[src/rtl/qoa_frame_sequencer_if.sv]
// Byte-stream input and LMS/slice output bundle between the QOA parser and its neighbours.
// The master side is the environment (SPI crossing plus decoder); the slave side is the sequencer.
interface qoa_frame_sequencer_if;
    logic               in_valid;
    logic [7:0]         in_data;
    logic               in_ready;
    logic               lms_wr;
    logic [2:0]         lms_idx;
    logic signed [15:0] lms_data;
    logic               slice_valid;
    logic               slice_ready;
    logic [63:0]        slice_data;
    logic               slice_last;

    modport master (
        output in_valid, in_data, slice_ready,
        input  in_ready, lms_wr, lms_idx, lms_data, slice_valid, slice_data, slice_last
    );

    modport slave (
        input  in_valid, in_data, slice_ready,
        output in_ready, lms_wr, lms_idx, lms_data, slice_valid, slice_data, slice_last
    );
endinterface

[src/rtl/qoa_frame_sequencer.sv]
// Walks a mono QOA container byte by byte: file header, frame header, LMS state, slices.
// Loads LMS registers, hands slices to the decoder and flags malformed streams.
module qoa_frame_sequencer #(
    parameter int unsigned MAX_FSAMPLES = 5120,
    parameter int unsigned SLICE_LEN    = 20
) (
    input  logic                 sys_clk,
    input  logic                 sys_rst,
    qoa_frame_sequencer_if.slave bus,
    output logic [23:0]          frame_samplerate,
    output logic                 frame_done,
    output logic                 stream_done,
    output logic                 error,
    output logic                 busy
);
    localparam logic [15:0] SLICE_LEN_W = 16'(SLICE_LEN);
    localparam logic [15:0] MAX_FS_W    = 16'(MAX_FSAMPLES);

    typedef enum logic [2:0] {FILE_HDR, FRAME_HDR, LMS, SLICE, SLICE_WAIT, ERR} state_e;

    function automatic logic [7:0] magic_byte(input logic [1:0] idx);
        case (idx)
            2'd0:    return 8'h71;
            2'd1:    return 8'h6F;
            2'd2:    return 8'h61;
            default: return 8'h66;
        endcase
    endfunction

    function automatic logic [15:0] sat_sub(input logic [15:0] a, input logic [15:0] b);
        return (a > b) ? (a - b) : 16'd0;
    endfunction

    state_e             state_q, state_d;
    logic [3:0]         byte_cnt_q, byte_cnt_d;
    logic [15:0]        frame_bytes_q, frame_bytes_d;
    logic [15:0]        samples_left_q, samples_left_d;
    logic [31:0]        total_left_q, total_left_d;
    logic [15:0]        fsamples_q, fsamples_d;
    logic [15:0]        fsize_q, fsize_d;
    logic [15:0]        hdr_q, hdr_d;
    logic [23:0]        rate_q, rate_d;
    logic [7:0]         chan_q, chan_d;
    logic [7:0]         lms_hi_q, lms_hi_d;
    logic [63:0]        slice_q, slice_d;
    logic               lms_wr_q, lms_wr_d;
    logic [2:0]         lms_idx_q, lms_idx_d;
    logic signed [15:0] lms_data_q, lms_data_d;
    logic               frame_done_q, frame_done_d;
    logic               stream_done_q, stream_done_d;

    logic in_ready_w, accept_w, last_w;

    assign in_ready_w = (state_q != SLICE_WAIT);
    assign accept_w   = bus.in_valid && in_ready_w;
    assign last_w     = (samples_left_q <= SLICE_LEN_W);

    always_comb begin
        state_d        = state_q;
        byte_cnt_d     = accept_w ? byte_cnt_q + 4'd1 : byte_cnt_q;
        frame_bytes_d  = frame_bytes_q;
        samples_left_d = samples_left_q;
        total_left_d   = total_left_q;
        fsamples_d     = fsamples_q;
        fsize_d        = fsize_q;
        hdr_d          = hdr_q;
        rate_d         = rate_q;
        chan_d         = chan_q;
        lms_hi_d       = lms_hi_q;
        slice_d        = slice_q;
        lms_wr_d       = 1'b0;
        lms_idx_d      = lms_idx_q;
        lms_data_d     = lms_data_q;
        frame_done_d   = 1'b0;
        stream_done_d  = 1'b0;

        case (state_q)
            FILE_HDR: if (accept_w) begin
                if (byte_cnt_q < 4'd4) begin
                    if (bus.in_data != magic_byte(byte_cnt_q[1:0])) state_d = ERR;
                end else begin
                    total_left_d = {total_left_q[23:0], bus.in_data};
                    if (byte_cnt_q == 4'd7) state_d = (total_left_d == 32'd0) ? ERR : FRAME_HDR;
                end
            end
            FRAME_HDR: if (accept_w) begin
                frame_bytes_d = frame_bytes_q + 16'd1;
                case (byte_cnt_q)
                    4'd0:       chan_d     = bus.in_data;
                    4'd1, 4'd2: hdr_d      = {hdr_q[7:0], bus.in_data};
                    4'd3:       rate_d     = {hdr_q, bus.in_data};
                    4'd4, 4'd5: fsamples_d = {fsamples_q[7:0], bus.in_data};
                    4'd6:       fsize_d    = {fsize_q[7:0], bus.in_data};
                    default: begin
                        fsize_d        = {fsize_q[7:0], bus.in_data};
                        samples_left_d = fsamples_q;
                        if (chan_q != 8'd1 || fsamples_q == 16'd0 || fsamples_q > MAX_FS_W ||
                            {16'd0, fsamples_q} > total_left_q)
                            state_d = ERR;
                        else
                            state_d = LMS;
                    end
                endcase
            end
            LMS: if (accept_w) begin
                frame_bytes_d = frame_bytes_q + 16'd1;
                if (!byte_cnt_q[0]) begin
                    lms_hi_d = bus.in_data;
                end else begin
                    lms_wr_d   = 1'b1;
                    lms_idx_d  = byte_cnt_q[3:1];
                    lms_data_d = signed'({lms_hi_q, bus.in_data});
                end
                if (byte_cnt_q == 4'd15) state_d = SLICE;
            end
            SLICE: if (accept_w) begin
                frame_bytes_d = frame_bytes_q + 16'd1;
                slice_d       = {slice_q[55:0], bus.in_data};
                if (byte_cnt_q == 4'd7) state_d = SLICE_WAIT;
            end
            SLICE_WAIT: if (bus.slice_ready) begin
                samples_left_d = sat_sub(samples_left_q, SLICE_LEN_W);
                if (!last_w) begin
                    state_d = SLICE;
                end else if (frame_bytes_q != fsize_q) begin
                    state_d = ERR;
                end else begin
                    frame_done_d = 1'b1;
                    total_left_d = total_left_q - {16'd0, fsamples_q};
                    if (total_left_d == 32'd0) begin
                        stream_done_d = 1'b1;
                        state_d       = FILE_HDR;
                    end else begin
                        state_d = FRAME_HDR;
                    end
                end
            end
            ERR:     state_d = ERR;
            default: state_d = FILE_HDR;
        endcase

        // Every state entry restarts its byte count; a new frame restarts the frame size tally.
        if (state_d != state_q) byte_cnt_d = 4'd0;
        if (state_d == FRAME_HDR && state_q != FRAME_HDR) frame_bytes_d = 16'd0;
    end

    always_ff @(posedge sys_clk) begin
        if (sys_rst) begin
            state_q        <= FILE_HDR;
            byte_cnt_q     <= 4'd0;
            frame_bytes_q  <= 16'd0;
            samples_left_q <= 16'd0;
            total_left_q   <= 32'd0;
            fsamples_q     <= 16'd0;
            fsize_q        <= 16'd0;
            hdr_q          <= 16'd0;
            rate_q         <= 24'd0;
            chan_q         <= 8'd0;
            lms_hi_q       <= 8'd0;
            slice_q        <= 64'd0;
            lms_wr_q       <= 1'b0;
            lms_idx_q      <= 3'd0;
            lms_data_q     <= 16'sd0;
            frame_done_q   <= 1'b0;
            stream_done_q  <= 1'b0;
        end else begin
            state_q        <= state_d;
            byte_cnt_q     <= byte_cnt_d;
            frame_bytes_q  <= frame_bytes_d;
            samples_left_q <= samples_left_d;
            total_left_q   <= total_left_d;
            fsamples_q     <= fsamples_d;
            fsize_q        <= fsize_d;
            hdr_q          <= hdr_d;
            rate_q         <= rate_d;
            chan_q         <= chan_d;
            lms_hi_q       <= lms_hi_d;
            slice_q        <= slice_d;
            lms_wr_q       <= lms_wr_d;
            lms_idx_q      <= lms_idx_d;
            lms_data_q     <= lms_data_d;
            frame_done_q   <= frame_done_d;
            stream_done_q  <= stream_done_d;
        end
    end

    assign bus.in_ready    = in_ready_w;
    assign bus.lms_wr      = lms_wr_q;
    assign bus.lms_idx     = lms_idx_q;
    assign bus.lms_data    = lms_data_q;
    assign bus.slice_valid = (state_q == SLICE_WAIT);
    assign bus.slice_data  = slice_q;
    assign bus.slice_last  = (state_q == SLICE_WAIT) && last_w;
    assign frame_samplerate = rate_q;
    assign frame_done       = frame_done_q;
    assign stream_done      = stream_done_q;
    assign error            = (state_q == ERR);
    assign busy             = !(state_q == FILE_HDR && byte_cnt_q == 4'd0);
endmodule

[src/flat_wrapper.sv]
// flat-port wrapper written by rule: the top's interface ports become plain ports
module qoa_frame_sequencer_flat 
#(
    parameter int unsigned MAX_FSAMPLES = 5120,
    parameter int unsigned SLICE_LEN    = 20
)
  (sys_clk, sys_rst, frame_samplerate, frame_done, stream_done, error, busy, bus_in_valid, bus_in_data, bus_slice_ready, bus_in_ready, bus_lms_wr, bus_lms_idx, bus_lms_data, bus_slice_valid, bus_slice_data, bus_slice_last);
  qoa_frame_sequencer_if bus_i ();
  input  logic sys_clk;
  input  logic sys_rst;
  output logic [23:0] frame_samplerate;
  output logic frame_done;
  output logic stream_done;
  output logic error;
  output logic busy;
  input wire logic [$bits(bus_i.in_valid)-1:0] bus_in_valid;
  input wire logic [$bits(bus_i.in_data)-1:0] bus_in_data;
  input wire logic [$bits(bus_i.slice_ready)-1:0] bus_slice_ready;
  output wire logic [$bits(bus_i.in_ready)-1:0] bus_in_ready;
  output wire logic [$bits(bus_i.lms_wr)-1:0] bus_lms_wr;
  output wire logic [$bits(bus_i.lms_idx)-1:0] bus_lms_idx;
  output wire logic [$bits(bus_i.lms_data)-1:0] bus_lms_data;
  output wire logic [$bits(bus_i.slice_valid)-1:0] bus_slice_valid;
  output wire logic [$bits(bus_i.slice_data)-1:0] bus_slice_data;
  output wire logic [$bits(bus_i.slice_last)-1:0] bus_slice_last;
  assign bus_i.in_valid = bus_in_valid;
  assign bus_i.in_data = bus_in_data;
  assign bus_i.slice_ready = bus_slice_ready;
  assign bus_in_ready = bus_i.in_ready;
  assign bus_lms_wr = bus_i.lms_wr;
  assign bus_lms_idx = bus_i.lms_idx;
  assign bus_lms_data = bus_i.lms_data;
  assign bus_slice_valid = bus_i.slice_valid;
  assign bus_slice_data = bus_i.slice_data;
  assign bus_slice_last = bus_i.slice_last;
  qoa_frame_sequencer #(.MAX_FSAMPLES(MAX_FSAMPLES), .SLICE_LEN(SLICE_LEN)) u_core (.sys_clk(sys_clk), .sys_rst(sys_rst), .bus(bus_i), .frame_samplerate(frame_samplerate), .frame_done(frame_done), .stream_done(stream_done), .error(error), .busy(busy));
endmodule
[config.mk]
export PLATFORM = sky130hd
export DESIGN_NAME = qoa_frame_sequencer_flat
export DESIGN_NICKNAME = d
export VERILOG_FILES = /design/src/rtl/qoa_frame_sequencer_if.sv /design/src/rtl/qoa_frame_sequencer.sv /design/src/flat_wrapper.sv
export SDC_FILE = /design/constraint.sdc
export NUM_CORES = 1
export LEC_CHECK = 0
export ABC_AREA = 1
export CAP_MARGIN = 20
export CELL_PAD_IN_SITES_DETAIL_PLACEMENT = 2
export CELL_PAD_IN_SITES_GLOBAL_PLACEMENT = 2
export CORE_ASPECT_RATIO = 1.25
export CORE_MARGIN = 5
export CORE_UTILIZATION = 35
export DETAILED_ROUTE_END_ITERATION = 8
export PLACE_DENSITY_LB_ADDON = 0.1
export REMOVE_ABC_BUFFERS = 1
export SLEW_MARGIN = 40
export SYNTH_ARGS = -nofsm -noshare
export SYNTH_HDL_FRONTEND = slang
export SYNTH_SLANG_ARGS = --single-unit
[constraint.sdc]
create_clock -name sys_clk -period 4.5 [get_ports sys_clk]
set_input_delay 0.45 -clock sys_clk [delete_from_list [all_inputs] [get_ports sys_clk]]
set_output_delay 0.45 -clock sys_clk [all_outputs]
set_load 0.05 [all_outputs]
==> reports/summary.txt <==
Post-synth EDFFs - 0
placed wire-length estimate - 34000 um
GR Util met1 - 28.4%
Post-CTS Resized - 0
cell row count - 76
Yosys Warn Count - 0
sequential fraction of the synthesis area - 40.2%
total CTS buffers - 28
Setup Viol. Count Final - 0
Placer Congestion - 0.867
GRT Util Overall - 23.9%
hold_ws - 0.234 ns
Startpoint Class - flip-flop
Clock power frac - 23.3%
status - finished clean
Die X-Extent - 177 um
power density cells - 701 mW/mm2
Hold Crit Endpoint - u_core.state_q[0]$_SDFF_PP0_
vias in the first global route - 13.3k
vias per cell - 5.26
hold_buf cts - 0
#FFs+latches synth - 245
combinational share of power - 51.9%
P_sw - 5060 uW
Die Span Y - 219 um
drt pass-1 iters - 4
ys async rst share - 0%
Setup Skew - 0.0248 ns
Routed Antenna Nets - 0
VDD IR-drop max - 0.284 mV
Pwr Total - 10400 uW
setup slack, reg-to-reg - 1.19 ns
final net count - 1877
Final min period - 3.59 ns
Synth Cell Area - 0.0122 mm2
Clk Latency, worst-skew pair - 0.58 ns
Synth area leaders - dfxtp_1 40%, nand2_1 11%, a21oi_1 7.4%
most common cell after layout, fill and taps aside - nand2_1
synth unique cells - 46
Worst setup EP type - primary output
worst setup path class - reg -> out
Remaining Overflow, GRT - 0
Sw Share - 48.8%
CTS Buffer Depth - 3
largest net degree at the start of global routing - 67
RSZ-0062 raised after global routing - false
register share of total power - 24.8%
worst r2r src - u_core.fsamples_q[0]$_SDFFE_PP0P_
CP arrival - 3.14 ns
r2r endpoint - u_core.frame_bytes_q[14]$_SDFFE_PP0P_
Post-route DRC - 0
Final period util - 79.7%
port buffer count - 126
cell depth of the worst hold path - 2
Post-Route WL - 46800 um
Hold/Removal Path Class - in -> reg
CTS sink cnt - 245
Layout fillers - 4184
met3 Use GR - 5.19%
# IOs - 127
P_int - 5320 uW
highest clock rate - 279 MHz
hold path start - sys_rst
Syn-to-layout area delta - 21.3%
initial antenna violation count - 1
CP Max Fanout - 7
cell taking the most area after synthesis - dfxtp_1
worst-margin pin slew - 0.814 ns
Worst slew margin - 44.9%
Die ar. - 0.0387 mm2
Max-cap violations - 0
Post-Syn Instances - 1754
Final Hold Fails - 0
first-pass GRT wire length - 74100 um
busiest grt layer - met2
Initial Utilization - 35.4%
core box area - 0.0344 mm2
Setup Fix Bufs, Post-CTS - 0
via count - 12.2k
leakage - 0.00591 uW
most common flop cell mapped by yosys - dfxtp_1
setup tns final - 0 ns
WL/cell - 20.1 um
multi-input logic area - 0.00626 mm2
CTS tree - done
Critical Path RT - 4.05 ns
initial DRC count - 488
Reg2Reg Depth - 21
max reg flops - 64
commonest cells after routing, fill and taps aside - 348 x nand2_1, 245 x dfxtp_1, 202 x nor2_1
Max Slew Vio Count - 0
clk slew on worst S/H paths - 0.07 ns
Root Driver - clkbuf_16
Diodes inserted - 0
Syn Area/Cell - 6.96 um2
GR Util met2 - 43.1%
register area - 0.00490 mm2
Synth top area share - 40.2%
layout cell share with drive strength beyond 1 - 6.99%
H-tree levels - 1
## synthesized netlist by cell type, types with 2 or more instances
library cell and count:
nor2_4 12, o22ai_1 9, xnor2_1 24, nand4_1 27, nor2_1 203, buf_2 5
a21oi_2 3, a211oi_1 16, nand3b_1 4, a221oi_1 11, inv_2 14, dfxtp_1 245
a31oi_1 9, nand2_1 350, nor4_1 8, o221ai_1 3, o2111ai_1 2, nand3_1 129
a21oi_1 180, o21ai_1 2, o21ai_0 131, o31ai_1 2, inv_1 178, nor3_2 5
nor3_1 19, clkbuf_1 75, xor2_1 25, nor2_2 11, ha_1 24, nand2_2 11
o211ai_1 2
## logic make-up after synthesis
| group | synth area share (%) |
|---|---|
| XOR/XNOR | 3.52 |
| AND/OR/NAND/NOR | 28.4 |
| multiplexers | 0.0820 |
| adder cells (fa/ha/maj) | 2.62 |
| flip-flops | 40.2 |
| AO/OA/AOI/OAI | 16.6 |
| buffers and inverters | 8.64 |
## routing by layer
metal / wire length (um) / part of all wire [%] / vias up
met5: 13 / 0.028 / -
met4: 1260 / 2.7 / 2
met3: 2270 / 4.9 / 71
met2: 23400 / 50 / 182
met1: 19800 / 42 / 6071
li1: - / - / 5917
## worst max-delay path by stage
stage	start	endpoint	slack, ns	cells past startpoint
finish	u_core.samples_left_q[8]$_SDFFE_PP0P_	bus_slice_last	0.91	6
global route	u_core.samples_left_q[5]$_SDFFE_PP0P_	bus_slice_last	0.75	6
CTS	u_core.samples_left_q[8]$_SDFFE_PP0P_	bus_slice_last	0.92	6
detailed placement	bus_in_data[7]	u_core.frame_bytes_q[15]$_SDFFE_PP0P_	1.13	13
global placement	bus_in_data[7]	u_core.frame_bytes_q[14]$_SDFFE_PP0P_	1.25	13
floorplan	u_core.state_q[1]$_SDFF_PP0_	u_core.bus.slice_data[0]$_SDFFE_PP0P_	-0.10	7
## power groups by stage
stage          combinational (uW)  clock (uW)  sequential (uW)
3_3_place_gp                 5130           0             2610
2_1_floorplan                3610           0             2550
3_5_place_dp                 5320           0             2620
6_report                     5380        2420             2580
5_1_grt                      5960        2560             2600
4_1_cts                      5380        2480             2580
## layout make-up
class                   instances  share of cell area [%]
clock buffers                  39                    5.55
well taps                     468                    3.96
clock inverters                12                    1.08
inverters                     193                    4.89
multi-input cells            1234                    42.3
repair buffers                138                    9.08
flip-flops and latches        245                    33.1
## worst max-delay path, stage by stage, from the launching register on
cell and delay (ns):
dfxtp_1 0.34, nor2_1 0.16, inv_1 0.09, nor3_1 0.27, nand3_1 0.41, nor2_1 0.37
clkdlybuf4s50_1 0.92
## metrics by stage
step	setup WS (ns)	area [um2]	std cells	util, %
detailed placement	1.13	13800	2278	40.1
CTS	0.921	14800	2329	43.0
global route	0.747	14800	2329	43.0
global placement	1.25	13800	2278	40.1
finish	0.912	14800	2329	43.0
floorplan	-0.104	11900	1672	-
Note: power is estimated with default switching activity, not from simulation.
